`src/rtl/apb_regbank_pkg.sv`:
```
// Shared FSM state codes and decode error-cause encoding for the APB register bank.
package apb_regbank_pkg;

   localparam logic [0:0] ST_IDLE   = 1'b0;
   localparam logic [0:0] ST_ACCESS = 1'b1;

   // Cause codes are prioritised range > align > read-only when several apply.
   localparam logic [1:0] ERR_NONE  = 2'd0;
   localparam logic [1:0] ERR_RANGE = 2'd1;
   localparam logic [1:0] ERR_ALIGN = 2'd2;
   localparam logic [1:0] ERR_RO    = 2'd3;

endpackage

```
`src/rtl/apb_regbank_decode.sv`:
```
// Combinational APB address decode: word index plus error-cause classification.
module apb_regbank_decode
   import apb_regbank_pkg::*;
#(
   parameter int                  ADDR_WIDTH = 6,
   parameter int                  NUM_REGS   = 16,
   parameter logic [NUM_REGS-1:0] RO_MASK    = '0
) (
   input  logic [ADDR_WIDTH-1:0] paddr,
   input  logic                  pwrite,
   output logic [ADDR_WIDTH-3:0] idx,
   output logic [1:0]            err_cause
);

   localparam int IW = ADDR_WIDTH - 2;

   logic out_range;
   logic ro_hit;

   assign idx       = paddr[ADDR_WIDTH-1:2];
   assign out_range = ({1'b0, idx} >= (IW+1)'(NUM_REGS));

   // Only implemented indices can be read-only; out-of-range is reported first anyway.
   always_comb begin
      ro_hit = 1'b0;
      for (int i = 0; i < NUM_REGS; i++) begin
         if (idx == IW'(i)) ro_hit = RO_MASK[i];
      end
   end

   always_comb begin
      err_cause = ERR_NONE;
      if (out_range)              err_cause = ERR_RANGE;
      else if (paddr[1:0] != 2'b00) err_cause = ERR_ALIGN;
      else if (pwrite && ro_hit)  err_cause = ERR_RO;
   end

endmodule

```
`src/rtl/apb_regbank_ws.sv`:
```
// APB slave register bank with configurable wait states, byte strobes and read-only masking.
module apb_regbank_ws
   import apb_regbank_pkg::*;
#(
   parameter int                    ADDR_WIDTH  = 6,
   parameter int                    DATA_WIDTH  = 32,
   parameter int                    NUM_REGS    = 16,
   parameter int                    WAIT_STATES = 0,
   parameter logic [NUM_REGS-1:0]   RO_MASK     = '0,
   parameter logic [DATA_WIDTH-1:0] RESET_VALUE = '0
) (
   input  logic                           PCLK,
   input  logic                           PRESETn,
   input  logic                           PSEL,
   input  logic                           PENABLE,
   input  logic [ADDR_WIDTH-1:0]          PADDR,
   input  logic                           PWRITE,
   input  logic [DATA_WIDTH-1:0]          PWDATA,
   input  logic [DATA_WIDTH/8-1:0]        PSTRB,
   output logic [DATA_WIDTH-1:0]          PRDATA,
   output logic                           PREADY,
   output logic                           PSLVERR,
   output logic [NUM_REGS*DATA_WIDTH-1:0] reg_out,
   output logic [NUM_REGS-1:0]            reg_wr_pulse
);

   localparam int         IW = ADDR_WIDTH - 2;
   localparam int         NB = DATA_WIDTH / 8;
   localparam logic [3:0] WS = 4'(WAIT_STATES);

   logic [0:0]            state;
   logic [3:0]            wcnt;
   logic [DATA_WIDTH-1:0] regs [NUM_REGS];
   logic [NUM_REGS-1:0]   wr_pulse_q;

   logic [IW-1:0]         idx;
   logic [1:0]            err_cause;
   logic                  dec_err;
   logic                  done;
   logic                  viol;
   logic                  commit;
   logic [DATA_WIDTH-1:0] rd_word;

   apb_regbank_decode #(
      .ADDR_WIDTH (ADDR_WIDTH),
      .NUM_REGS   (NUM_REGS),
      .RO_MASK    (RO_MASK)
   ) u_decode (
      .paddr     (PADDR),
      .pwrite    (PWRITE),
      .idx       (idx),
      .err_cause (err_cause)
   );

   assign dec_err = (err_cause != ERR_NONE);
   // Gating with PRESETn keeps the response silent while reset is held.
   assign done    = PRESETn && (state == ST_ACCESS) && PSEL && PENABLE && (wcnt == 4'd0);
   assign viol    = PRESETn && (state == ST_IDLE) && PSEL && PENABLE;
   assign commit  = done && PWRITE && !dec_err;

   always_comb begin
      rd_word = '0;
      for (int i = 0; i < NUM_REGS; i++) begin
         if (idx == IW'(i)) rd_word = regs[i];
      end
   end

   assign PREADY  = done | viol;
   assign PSLVERR = viol | (done & dec_err);
   assign PRDATA  = (done && !PWRITE && !dec_err) ? rd_word : '0;

   always_ff @(posedge PCLK or negedge PRESETn) begin
      if (!PRESETn) begin
         state <= ST_IDLE;
         wcnt  <= 4'd0;
      end else begin
         case (state)
            ST_IDLE: begin
               if (PSEL && !PENABLE) begin
                  state <= ST_ACCESS;
                  wcnt  <= WS;
               end
            end
            default: begin
               if (!PSEL) begin
                  state <= ST_IDLE;
               end else if (!PENABLE) begin
                  wcnt <= WS;
               end else if (wcnt != 4'd0) begin
                  wcnt <= wcnt - 4'd1;
               end else begin
                  state <= ST_IDLE;
               end
            end
         endcase
      end
   end

   always_ff @(posedge PCLK or negedge PRESETn) begin
      if (!PRESETn) begin
         for (int i = 0; i < NUM_REGS; i++) regs[i] <= RESET_VALUE;
         wr_pulse_q <= '0;
      end else begin
         wr_pulse_q <= '0;
         for (int i = 0; i < NUM_REGS; i++) begin
            if (commit && (idx == IW'(i))) begin
               wr_pulse_q[i] <= 1'b1;
               for (int b = 0; b < NB; b++) begin
                  if (PSTRB[b]) regs[i][b*8 +: 8] <= PWDATA[b*8 +: 8];
               end
            end
         end
      end
   end

   assign reg_wr_pulse = wr_pulse_q;

   for (genvar g = 0; g < NUM_REGS; g++) begin : g_out
      assign reg_out[g*DATA_WIDTH +: DATA_WIDTH] = regs[g];
   end

endmodule

```
`config.mk`:
```
export PLATFORM = sky130hd
export DESIGN_NAME = apb_regbank_ws
export DESIGN_NICKNAME = d
export VERILOG_FILES = /design/src/rtl/apb_regbank_pkg.sv /design/src/rtl/apb_regbank_decode.sv /design/src/rtl/apb_regbank_ws.sv
export SDC_FILE = /design/constraint.sdc
export NUM_CORES = 1
export LEC_CHECK = 0
export ABC_AREA = 1
export CAP_MARGIN = 25
export CORE_AREA = 2 2 238 240
export CTS_CLUSTER_SIZE = 14
export DETAILED_ROUTE_END_ITERATION = 12
export DIE_AREA = 0 0 240 242
export PLACE_DENSITY = 0.73
export SLEW_MARGIN = 20
export SYNTH_ARGS = -nofsm -noshare
export SYNTH_HDL_FRONTEND = slang
export SYNTH_SLANG_ARGS = --single-unit
```
`constraint.sdc`:
```
create_clock -name PCLK -period 2.8 [get_ports PCLK]
set_input_delay 0.56 -clock PCLK [delete_from_list [all_inputs] [get_ports PCLK]]
set_output_delay 0.56 -clock PCLK [all_outputs]
set_load 0.1 [all_outputs]
```
==> reports/qor.yml, run 1 <==
finalWirelength_um: 97200
design_area_mm2: 0.0340
drt_iter0_drc: 2391
syn_inst: 2913
pwr-share-clk: 0.453
multi_input_area_mm2: 0.0100
synth_ff_type: "dfrtp_1"
slew-limit-headroom: 0.372
cp-startpoint: "wcnt[0]"
cp_cell_sequence: "inv_2 > ha_4 > inv_2 > nor3_4 > inv_2 > nor3_4 > inv_2 > nor3_4 > buf_12 > clkinv_8 > buf_12 > nor2_2 > nand2_2 > clkinvlp_4 > buf_12"
nNetsFinal: 3653
drc: 0
place_congestion: 0.986
start_util: 0.437
period_share: 1.16
overflow: 0
slew_viol_final: 0
dp_hpwl_um: 72600
ff2ff_path_depth: 14
hold_viol_final: 0
dr_total_vias: 23567
rr_startpoint: "wcnt[0]"
yosysUniqueCellTypes: 33
drive_gt1_frac: 0.293
synth_warnings: 0
path_buf_inv: 9
swShare: 0.253
required_ns: 2.24
intPower_uw: 12600
dr.pass1.iters: 6
cts.sinks: 533
crit_slowest_cell: "dfrtp_1"
die_w_um: 240
register_area_mm2: 0.0133
r2r-end: "reg_out[88]"
io_pins: 609
crit_type: "flip-flop to output pin"
area.growth.synth_to_final_pct: 39.3
htreeDepth: 2
cap_violations: 0
end_kind: "output pin"
crit_fanout: 6
worstPathArrival_ns: 2.69
dpl_worst_slack_ns: -0.834
cp-endpoint: "PRDATA[23]"
cts_tree: "done"
syn_avg_cell_area_um2: 8.37
fillCellCount: 4867
final_cell_mix: "nand2_1, buf_4, dfrtp_1, o21ai_1, o21ai_0"
cellPowerDensity_mw_per_mm2: 496
critPathTopFamily: "buffers and inverters"
synth_area_mm2: 0.0244
die_height_um: 242
min_path_type: "input port to asynchronous set/reset pin"
worst_path_most_repeated_cell: "inv_2"
n_antenna_cell: 0
clockBufferDepth: 3
yosys_register_bits: 533
r2r_slack_ns: 0.20
tightest_slew_ns: 0.943
grtUsageTotal: 0.331
post_drt_wl_per_cell_um: 22.1
violations: "setup timing"
antenna_found_initial: 0
die_area_mm2: 0.0581
status: "finished with violations"
layout_commonest_cell: "nand2_1"
synth_edf_count: 0
numCtsBuffers: 57
synth-seq-area-share: 0.547
ir_worst_vdd_mv: 0.463
rsz0062_at_grt: "yes"
cts_hold_buffers: 0
syn_nets: 2961
grt_pass1_wl_um: 143000
port_buffers: 608
clock_latency_ns: 0.62
coreArea_mm2: 0.0557
num_rows: 87
first_global_vias: 21862
grt_max_degree: 156
cpPeakStageDelay_ns: 0.40
leakagePower_uw: 0.0169
finClkSkew_ns: 0.0204
antenna_left: 0
cts_root_buf: "clkbuf_16"
fin_crit_ns: 3.25
power.switching_uw: 4260
clk_pin_slew_ns: 0.06
setup_viol_count_final: 32
cp_num_cells: 15
vias_per_cell: 5.35
cp-start-kind: "flip-flop"
seqPwrFrac: 0.464
ys_async_sr_fraction: 1.00
max_freq_ghz: 0.307
post_dp_cell_area_mm2: 0.0317
finalWorstSetupSlack_ns: -0.453
power_frac_comb: 0.083
kinds of logic after synthesis:
| kind of cell | share of synthesized area |
|---|---|
| buf+inv | 0.0657 |
| xor+xnor | 0.000359 |
| fa+ha+maj | 0.000513 |
| compound gates | 0.121 |
| flops | 0.547 |
| simple gates | 0.265 |
worst reg2reg max path, stage by stage, from the launching register on:
cell     delay (ns)
dfrtp_1        0.40
inv_2          0.09
ha_4           0.14
inv_2          0.05
nor3_4         0.13
inv_2          0.06
nor3_4         0.14
buf_4          0.13
buf_4          0.09
buf_4          0.11
nand3_4        0.10
nor2_2         0.32
nand2_1        0.39
nand2_1        0.18
o21ai_0        0.12
synthesized netlist by cell type, drive strengths merged (2+ instances only):
| master | count | area [um^2] |
|---|---|---|
| nand3 | 68 | 353 |
| o21ai | 537 | 2720 |
| nand2 | 1053 | 4260 |
| nor2 | 190 | 908 |
| inv | 169 | 634 |
| or2 | 65 | 407 |
| nor3 | 3 | 31.3 |
| a21oi | 46 | 230 |
| nand4 | 79 | 494 |
| o22ai | 2 | 12.5 |
| dfrtp | 533 | 13300 |
| buf | 72 | 618 |
| clkbuf | 92 | 345 |
routing by layer:
layer | routed length [um] | vias to the layer above | track usage | part of all wire
li1 | - | 10816 | - | -
met1 | 40400 | 11323 | 0.465 | 0.42
met2 | 42900 | 1195 | 0.495 | 0.44
met3 | 8950 | 233 | 0.0709 | 0.092
met4 | 4920 | 0 | 0.139 | 0.051
met5 | 0 | - | 0 | 0
what timing repair did:
action / CTS / global route
pin swaps: 26 / 22
gates cloned: 2 / 1
buffers inserted: 7 / 4
resized for setup: 96 / 39
setup endpoints to repair: 33 / 36
worst min path at each step:
stage / start / to / slack, ns
after floorplan: PRESETn / reg_out[0] / 0.26
after global placement: reg_out[208] / reg_out[208] / 0.49
after detailed placement: reg_out[484] / reg_out[484] / 0.50
after CTS: PRESETn / reg_out[487] / 0.17
after global routing: PRESETn / reg_out[387] / 0.20
final: PRESETn / reg_out[387] / 0.16
through the flow:
stage | cells | TNS, ns | total power, uW | util | hold slack [ns]
floorplan | 2913 | 0 | 8590 | - | 0.264
global placement | 4302 | -34.17 | 9240 | 0.568 | 0.490
detailed placement | 4302 | -33.68 | 9250 | 0.568 | 0.498
CTS | 4399 | -19.41 | 16900 | 0.607 | 0.172
global route | 4404 | -16.38 | 17300 | 0.609 | 0.196
finish | 4404 | -12.74 | 16800 | 0.609 | 0.163
power groups by stage:
stage	logic (uW)	registers [uW]	clock network, uW
5_1_grt	1490	7820	8000
3_3_place_gp	1300	7940	0
6_report	1390	7810	7630
2_1_floorplan	443	8150	0
3_5_place_dp	1310	7940	0
4_1_cts	1380	7810	7680
registers in the layout, indices dropped and copies added (netlist names):
name	cells
reg_out	512
reg_wr_pulse	16
state	1
wcnt	4
area by class of cell:
class,instances,area share
Tap cell,756,0.0278
Multi-Input combinational cell,2046,0.295
Timing Repair Buffer,797,0.210
Clock buffer,84,0.0488
Sequential cell,533,0.393
Clock inverter,18,0.00578
Inverter,170,0.0203
No activity file was read; power rests on OpenSTA's default activity.
==> run 2, diff against run 1 <==
--- a/config.mk
+++ b/config.mk
@@ -11,7 +11,7 @@
 export CTS_CLUSTER_SIZE = 14
 export DETAILED_ROUTE_END_ITERATION = 12
 export DIE_AREA = 0 0 240 242
-export PLACE_DENSITY = 0.73
+export PLACE_DENSITY = 0.8
 export SLEW_MARGIN = 20
 export SYNTH_ARGS = -nofsm -noshare
 export SYNTH_HDL_FRONTEND = slang
==> run 2 against run 1 <==
Effect of this change:
- the flow still finishes with violations (setup timing)
- clock skew is 0.0032 ns lower
- design area is 0.92% higher
- setup slack better by 0.030 ns
- highest routed layer unchanged
- cell count is 0.16% higher
- utilization is 0.56 points higher
- critical path depth stayed put
- critical path type unchanged
- wire length is 1.7% higher
- via count is 1.8% higher
==> reports/qor.yml, run 2 (synthesized netlist as in run 1, its figures left out) <==
status: "finished with violations"
violations: "setup timing"
dp_hpwl_um: 72500  # -0.11%
hold_end: "reg_out[269]"
largest_register_ffs: 512  # unchanged
leakagePower_uw: 0.0170  # +0.73%
start_util: 0.437  # unchanged
grt_pass1_wl_um: 143000  # about the same
dr_total_vias: 23985  # +1.8%
cts_tree: "done"
setup_viol_count_final: 33  # +3.1%
num_rows: 87  # unchanged
die_height_um: 242  # unchanged
cpPeakStageDelay_ns: 0.40  # about the same
cap_violations: 0  # unchanged
overflow: 0  # unchanged
antenna_found_initial: 0  # unchanged
n_antenna_cell: 0  # unchanged
hold_viol_final: 0  # unchanged
cellPowerDensity_mw_per_mm2: 488  # -1.5%
crit_slowest_cell: "dfrtp_1"
coreArea_mm2: 0.0557  # unchanged
critPathTopFamily: "buffers and inverters"
htreeDepth: 2  # unchanged
area.growth.synth_to_final_pct: 40.6
min_path_type: "flip-flop to flip-flop"
die_w_um: 240  # unchanged
end_kind: "output pin"
crit_fanout: 5  # -1
rr_startpoint: "wcnt[1]"
r2r_slack_ns: 0.21  # about the same
finClkSkew_ns: 0.0173  # -0.00318 ns
grt_max_degree: 168  # +7.7%
hold_depth: 2
place_congestion: 0.970  # -1.6%
ir_worst_vdd_mv: 0.408  # -12%
required_ns: 2.24  # about the same
grtUsageTotal: 0.328  # -0.00269
post_drt_wl_per_cell_um: 22.4  # +1.5%
path_buf_inv: 9  # unchanged
layout_commonest_cell: "nand2_1"
finalWorstSetupSlack_ns: -0.423  # +0.0298 ns
antenna_left: 0  # unchanged
dr.pass1.iters: 6  # unchanged
cp-start-kind: "flip-flop"
clock_latency_ns: 0.62  # about the same
ff2ff_path_depth: 16  # +2
worstPathArrival_ns: 2.66  # -0.03 ns
cts_root_buf: "clkbuf_16"
nNetsFinal: 3662  # +0.25%
port_buffers: 608  # unchanged
die_area_mm2: 0.0581  # unchanged
slew-limit-headroom: 0.312  # -0.0591
p_total_uw: 16700  # -0.58%
fillCellCount: 4719  # -3.0%
max_freq_ghz: 0.310  # +0.92%
final_cell_mix: "nand2_1, buf_4, dfrtp_1, o21ai_1, o21ai_0"
cp_cell_sequence: "inv_2 > ha_4 > inv_4 > nor3_4 > inv_2 > nor3_4 > inv_2 > nor3_4 > buf_12 > clkinv_8 > buf_8 > nor2_4 > nand2_2 > clkinvlp_4 > buf_12"
tightest_slew_ns: 1.03  # +0.0887 ns
io_pins: 609  # unchanged
crit_type: "flip-flop to output pin"
fin_crit_ns: 3.22  # -0.0298 ns
drt_iter0_drc: 2569  # +7.4%
drive_gt1_frac: 0.299  # +0.00655
drc: 0  # unchanged
clk_pin_slew_ns: 0.06  # about the same
clockBufferDepth: 3  # unchanged
numCtsBuffers: 56  # -1.8%
finalWirelength_um: 98900  # +1.7%
tns_ns: -12.25  # +0.486 ns
cts.sinks: 533  # unchanged
vias_per_cell: 5.44  # +1.6%
r2r-end: "reg_out[36]"
worstHoldStart: "reg_out[269]"
rsz0062_at_grt: "yes"
first_global_vias: 22162  # +1.4%
period_share: 1.15  # -0.0106
slew_viol_final: 0  # unchanged
[run 2: worst max path at each step]
stage                  start    endpoint  cells after the start
global route         wcnt[1]   PRDATA[7]                     15
CTS                  wcnt[0]  PRDATA[13]                     15
finish               wcnt[1]   PRDATA[7]                     15
detailed placement  PADDR[3]  PRDATA[31]                     17
floorplan           PADDR[5]  PRDATA[11]                     12
global placement    PADDR[2]  PRDATA[27]                     14
[run 2: report_power, final]
part | switching [uW] | internal, uW | total [uW]
Combinational | 1040 | 442 | 1480
Sequential | 60.0 | 7760 | 7820
Clock | 3130 | 4310 | 7440
Total | 4230 | 12500 | 16700
[run 2: repair_timing]
action	CTS	global route
hold buffers	1	0
gates resized for setup	95	77
buffers inserted	5	13
cloned	0	8
pin swaps	23	39
hold endpoints to repair	9	0
setup endpoints to repair	33	64
[run 2: layout make-up]
| class | count | area [um^2] | area share |
|---|---|---|---|
| repair buffers | 807 | 7380 | 0.215 |
| flip-flops and latches | 533 | 13300 | 0.389 |
| clock inverters | 14 | 124 | 0.00361 |
| clock buffers | 85 | 1690 | 0.0493 |
| inverters | 170 | 712 | 0.0208 |
| multi-input cells | 2046 | 10100 | 0.294 |
| well taps | 756 | 946 | 0.0276 |
[run 2: per-layer routing]
metal	wire length, um	share of wire	track usage	vias up
met5	0	0	0	-
met4	5960	0.060	0.162	0
met3	9590	0.097	0.0712	283
met2	43500	0.44	0.483	1333
met1	39800	0.40	0.458	11519
li1	-	-	-	10850
[run 2: tightest hold or removal path: stages, from the launching register on]
cell and delay, ns:
dfrtp_1 0.36, nand2_1 0.05, o21ai_1 0.06
[run 2: through the flow]
stage | area (um^2) | instances | util | hold WS, ns | setup slack (ns)
finish | 34300 | 4411 | 0.615 | 0.512 | -0.423
CTS | 33700 | 4390 | 0.606 | 0.482 | -0.623
global placement | 31600 | 4287 | 0.568 | 0.486 | -0.821
floorplan | 24600 | 2913 | - | 0.264 | 0.0155
global route | 34300 | 4411 | 0.615 | 0.520 | -0.555
detailed placement | 31600 | 4287 | 0.568 | 0.497 | -0.886
==> run 3, diff against run 2 <==
--- a/config.mk
+++ b/config.mk
@@ -7,11 +7,13 @@
 export LEC_CHECK = 0
 export ABC_AREA = 1
 export CAP_MARGIN = 25
-export CORE_AREA = 2 2 238 240
+export CORE_AREA = 2 2 235 237
+export CTS_BUF_LIST = sky130_fd_sc_hd__clkbuf_2 sky130_fd_sc_hd__clkbuf_4 sky130_fd_sc_hd__clkbuf_8
+export CTS_CLUSTER_DIAMETER = 120
 export CTS_CLUSTER_SIZE = 14
 export DETAILED_ROUTE_END_ITERATION = 12
-export DIE_AREA = 0 0 240 242
-export PLACE_DENSITY = 0.8
+export DIE_AREA = 0 0 237 239
+export PLACE_DENSITY = 0.81
 export SLEW_MARGIN = 20
 export SYNTH_ARGS = -nofsm -noshare
 export SYNTH_HDL_FRONTEND = slang
==> run 3 against run 2 <==
Effect of this change:
- first-iteration DRC count up 7.2%
- via count decreased by 0.50%
- design area is 4.6% lower
- global-route usage is 0.098 points higher
- cell count decreased by 2.3%
- wire length down 3.5%
- worst hold slack worse by 0.010 ns
- maximum frequency fell by 5.0%
- clock skew grew 0.029 ns
- non-clock buffer count rose by 3
- critical endpoint is now PRDATA[0]
- utilization decreased by 1.3 points
- the flow still finishes with violations (setup timing)
- die area is 2.5% lower
==> reports/qor.yml, run 3 (synthesized netlist as in run 1, its figures left out) <==
status: "finished with violations"
violations: "setup timing"
end_kind: "output pin"
dr_total_vias: 23865  # -0.50%
antenna_found_initial: 1  # +1
max_freq_ghz: 0.295  # -5.0%
place_congestion: 0.994  # +2.4%
layout_commonest_cell: "nand2_1"
grtUsageTotal: 0.329  # +0.000981
hold_depth: 7  # +5
die_area_mm2: 0.0566  # -2.5%
finClkSkew_ns: 0.0467  # +0.0295 ns
drt_iter0_drc: 2754  # +7.2%
tightest_slew_ns: 0.919  # -0.112 ns
rr_startpoint: "wcnt[1]"
post_dp_cell_area_mm2: 0.0315  # -0.32%
cts_root_buf: "clkbuf_8"
coreArea_mm2: 0.0543  # -2.5%
min_path_type: "input port to flip-flop"
antenna_left: 0  # unchanged
cts.sinks: 533  # unchanged
worstPathArrival_ns: 2.83  # +0.17 ns
clock_latency_ns: 0.68  # +0.06 ns
r2r-end: "reg_out[25]"
num_rows: 86  # -1.1%
slew_viol_final: 0  # unchanged
leakagePower_uw: 0.0163  # -4.0%
worstHoldStart: "PADDR[4]"
grt_max_degree: 156  # -7.1%
crit_fanout: 6  # +1
cp_cell_sequence: "inv_2 > ha_4 > inv_2 > nor3_4 > inv_2 > nor3_4 > inv_2 > nor3_4 > buf_12 > buf_12 > buf_12 > o21ai_4 > a21oi_4 > buf_12"
slew-limit-headroom: 0.387  # +0.0748
clk_pin_slew_ns: 0.11  # +0.05 ns
drc: 0  # unchanged
dp_hpwl_um: 71600  # -1.3%
dr.pass1.iters: 8  # +2
overflow: 0  # unchanged
first_global_vias: 21476  # -3.1%
finalWirelength_um: 95400  # -3.5%
r2r_slack_ns: 0.14  # -0.07 ns
htreeDepth: 2  # unchanged
crit_type: "flip-flop to output pin"
clockBufferDepth: 3  # unchanged
cellPowerDensity_mw_per_mm2: 407  # -17%
area.growth.synth_to_final_pct: 34.2
start_util: 0.449  # +0.0112
port_buffers: 608  # unchanged
whs_ns: 0.502  # -0.0101 ns
setup_viol_count_final: 33  # unchanged
required_ns: 2.24  # about the same
fin_crit_ns: 3.39  # +0.169 ns
period_share: 1.21  # +0.0604
ir_worst_vdd_mv: 0.299  # -27%
final_cell_mix: "nand2_1, buf_4, dfrtp_1, o21ai_1, o21ai_0"
grt_pass1_wl_um: 140000  # -2.5%
largest_register_ffs: 512  # unchanged
vias_per_cell: 5.54  # +1.8%
numCtsBuffers: 44  # -21%
die_height_um: 239  # -1.2%
ff2ff_path_depth: 15  # -1
cap_violations: 0  # unchanged
hold_end: "reg_wr_pulse[9]"
cp-start-kind: "flip-flop"
cpPeakStageDelay_ns: 0.40  # about the same
drive_gt1_frac: 0.290  # -0.00924
cts_tree: "done"
nNetsFinal: 3653  # -0.25%
p_total_uw: 13300  # -21%
crit_slowest_cell: "dfrtp_1"
io_pins: 609  # unchanged
finalWorstSetupSlack_ns: -0.592  # -0.169 ns
die_w_um: 237  # -1.3%
design_area_mm2: 0.0327  # -4.6%
rsz0062_at_grt: "yes"
hold_viol_final: 0  # unchanged
post_drt_wl_per_cell_um: 22.1  # -1.3%
## run 3: how the worst max path moves through the flow
stage	from	endpoint
floorplan	PADDR[5]	PRDATA[11]
global placement	PADDR[4]	PRDATA[31]
detailed placement	PADDR[4]	PRDATA[31]
CTS	wcnt[1]	PRDATA[7]
global route	wcnt[1]	PRDATA[0]
finish	wcnt[1]	PRDATA[0]
## run 3: cell type report
class | instances | area, um^2
clock inverters | 1 | 16.3
well taps | 704 | 881
diodes | 1 | 2.50
multi-input cells | 2046 | 10000
flip-flops and latches | 533 | 13300
inverters | 170 | 678
repair buffers | 810 | 7140
clock buffers | 46 | 627
fillers | 4646 | 21600
## run 3: per-stage QoR
| stage | setup WS (ns) | utilization | cells | TNS [ns] |
|---|---|---|---|---|
| global route | -0.685 | 0.602 | 4311 | -20.20 |
| CTS | -0.537 | 0.597 | 4301 | -15.08 |
| floorplan | 0.0155 | - | 2913 | 0 |
| global placement | -0.946 | 0.581 | 4247 | -27.08 |
| finish | -0.592 | 0.602 | 4311 | -16.72 |
| detailed placement | -0.938 | 0.581 | 4247 | -24.95 |
## run 3: critical path: cells and delay by family (launching register included)
kind                       cells  cell delay, ns
DFF                            1            0.40
adders and majority gates      1            0.14
and+or+nand+nor                3            0.53
AOI/OAI and AO/OA              2            0.22
buffers and inverters          8            0.87
## run 3: repair_timing
item,4_1_cts,5_1_grt
resized for setup,68,74
pin swaps,14,22
endpoints found under the hold margin,3,0
endpoints found under the setup margin,33,33
buffers inserted,6,13
hold buffers,1,0
gates cloned,1,0
## run 3: report_power, final
group          switching, uW  internal [uW]  total, uW  leakage (uW)
logic                   1010            424       1440       0.00852
clock network           2600           1460       4060      0.000335
registers               57.4           7740       7800       0.00744
total                   3670           9630      13300        0.0163
## run 3: layer usage
metal | vias up | GRT usage | wire [um]
met5 | - | 0 | 0
met4 | 0 | 0.142 | 4670
met3 | 249 | 0.0740 | 10200
met2 | 1443 | 0.492 | 41800
met1 | 11427 | 0.461 | 38700
li1 | 10746 | - | -
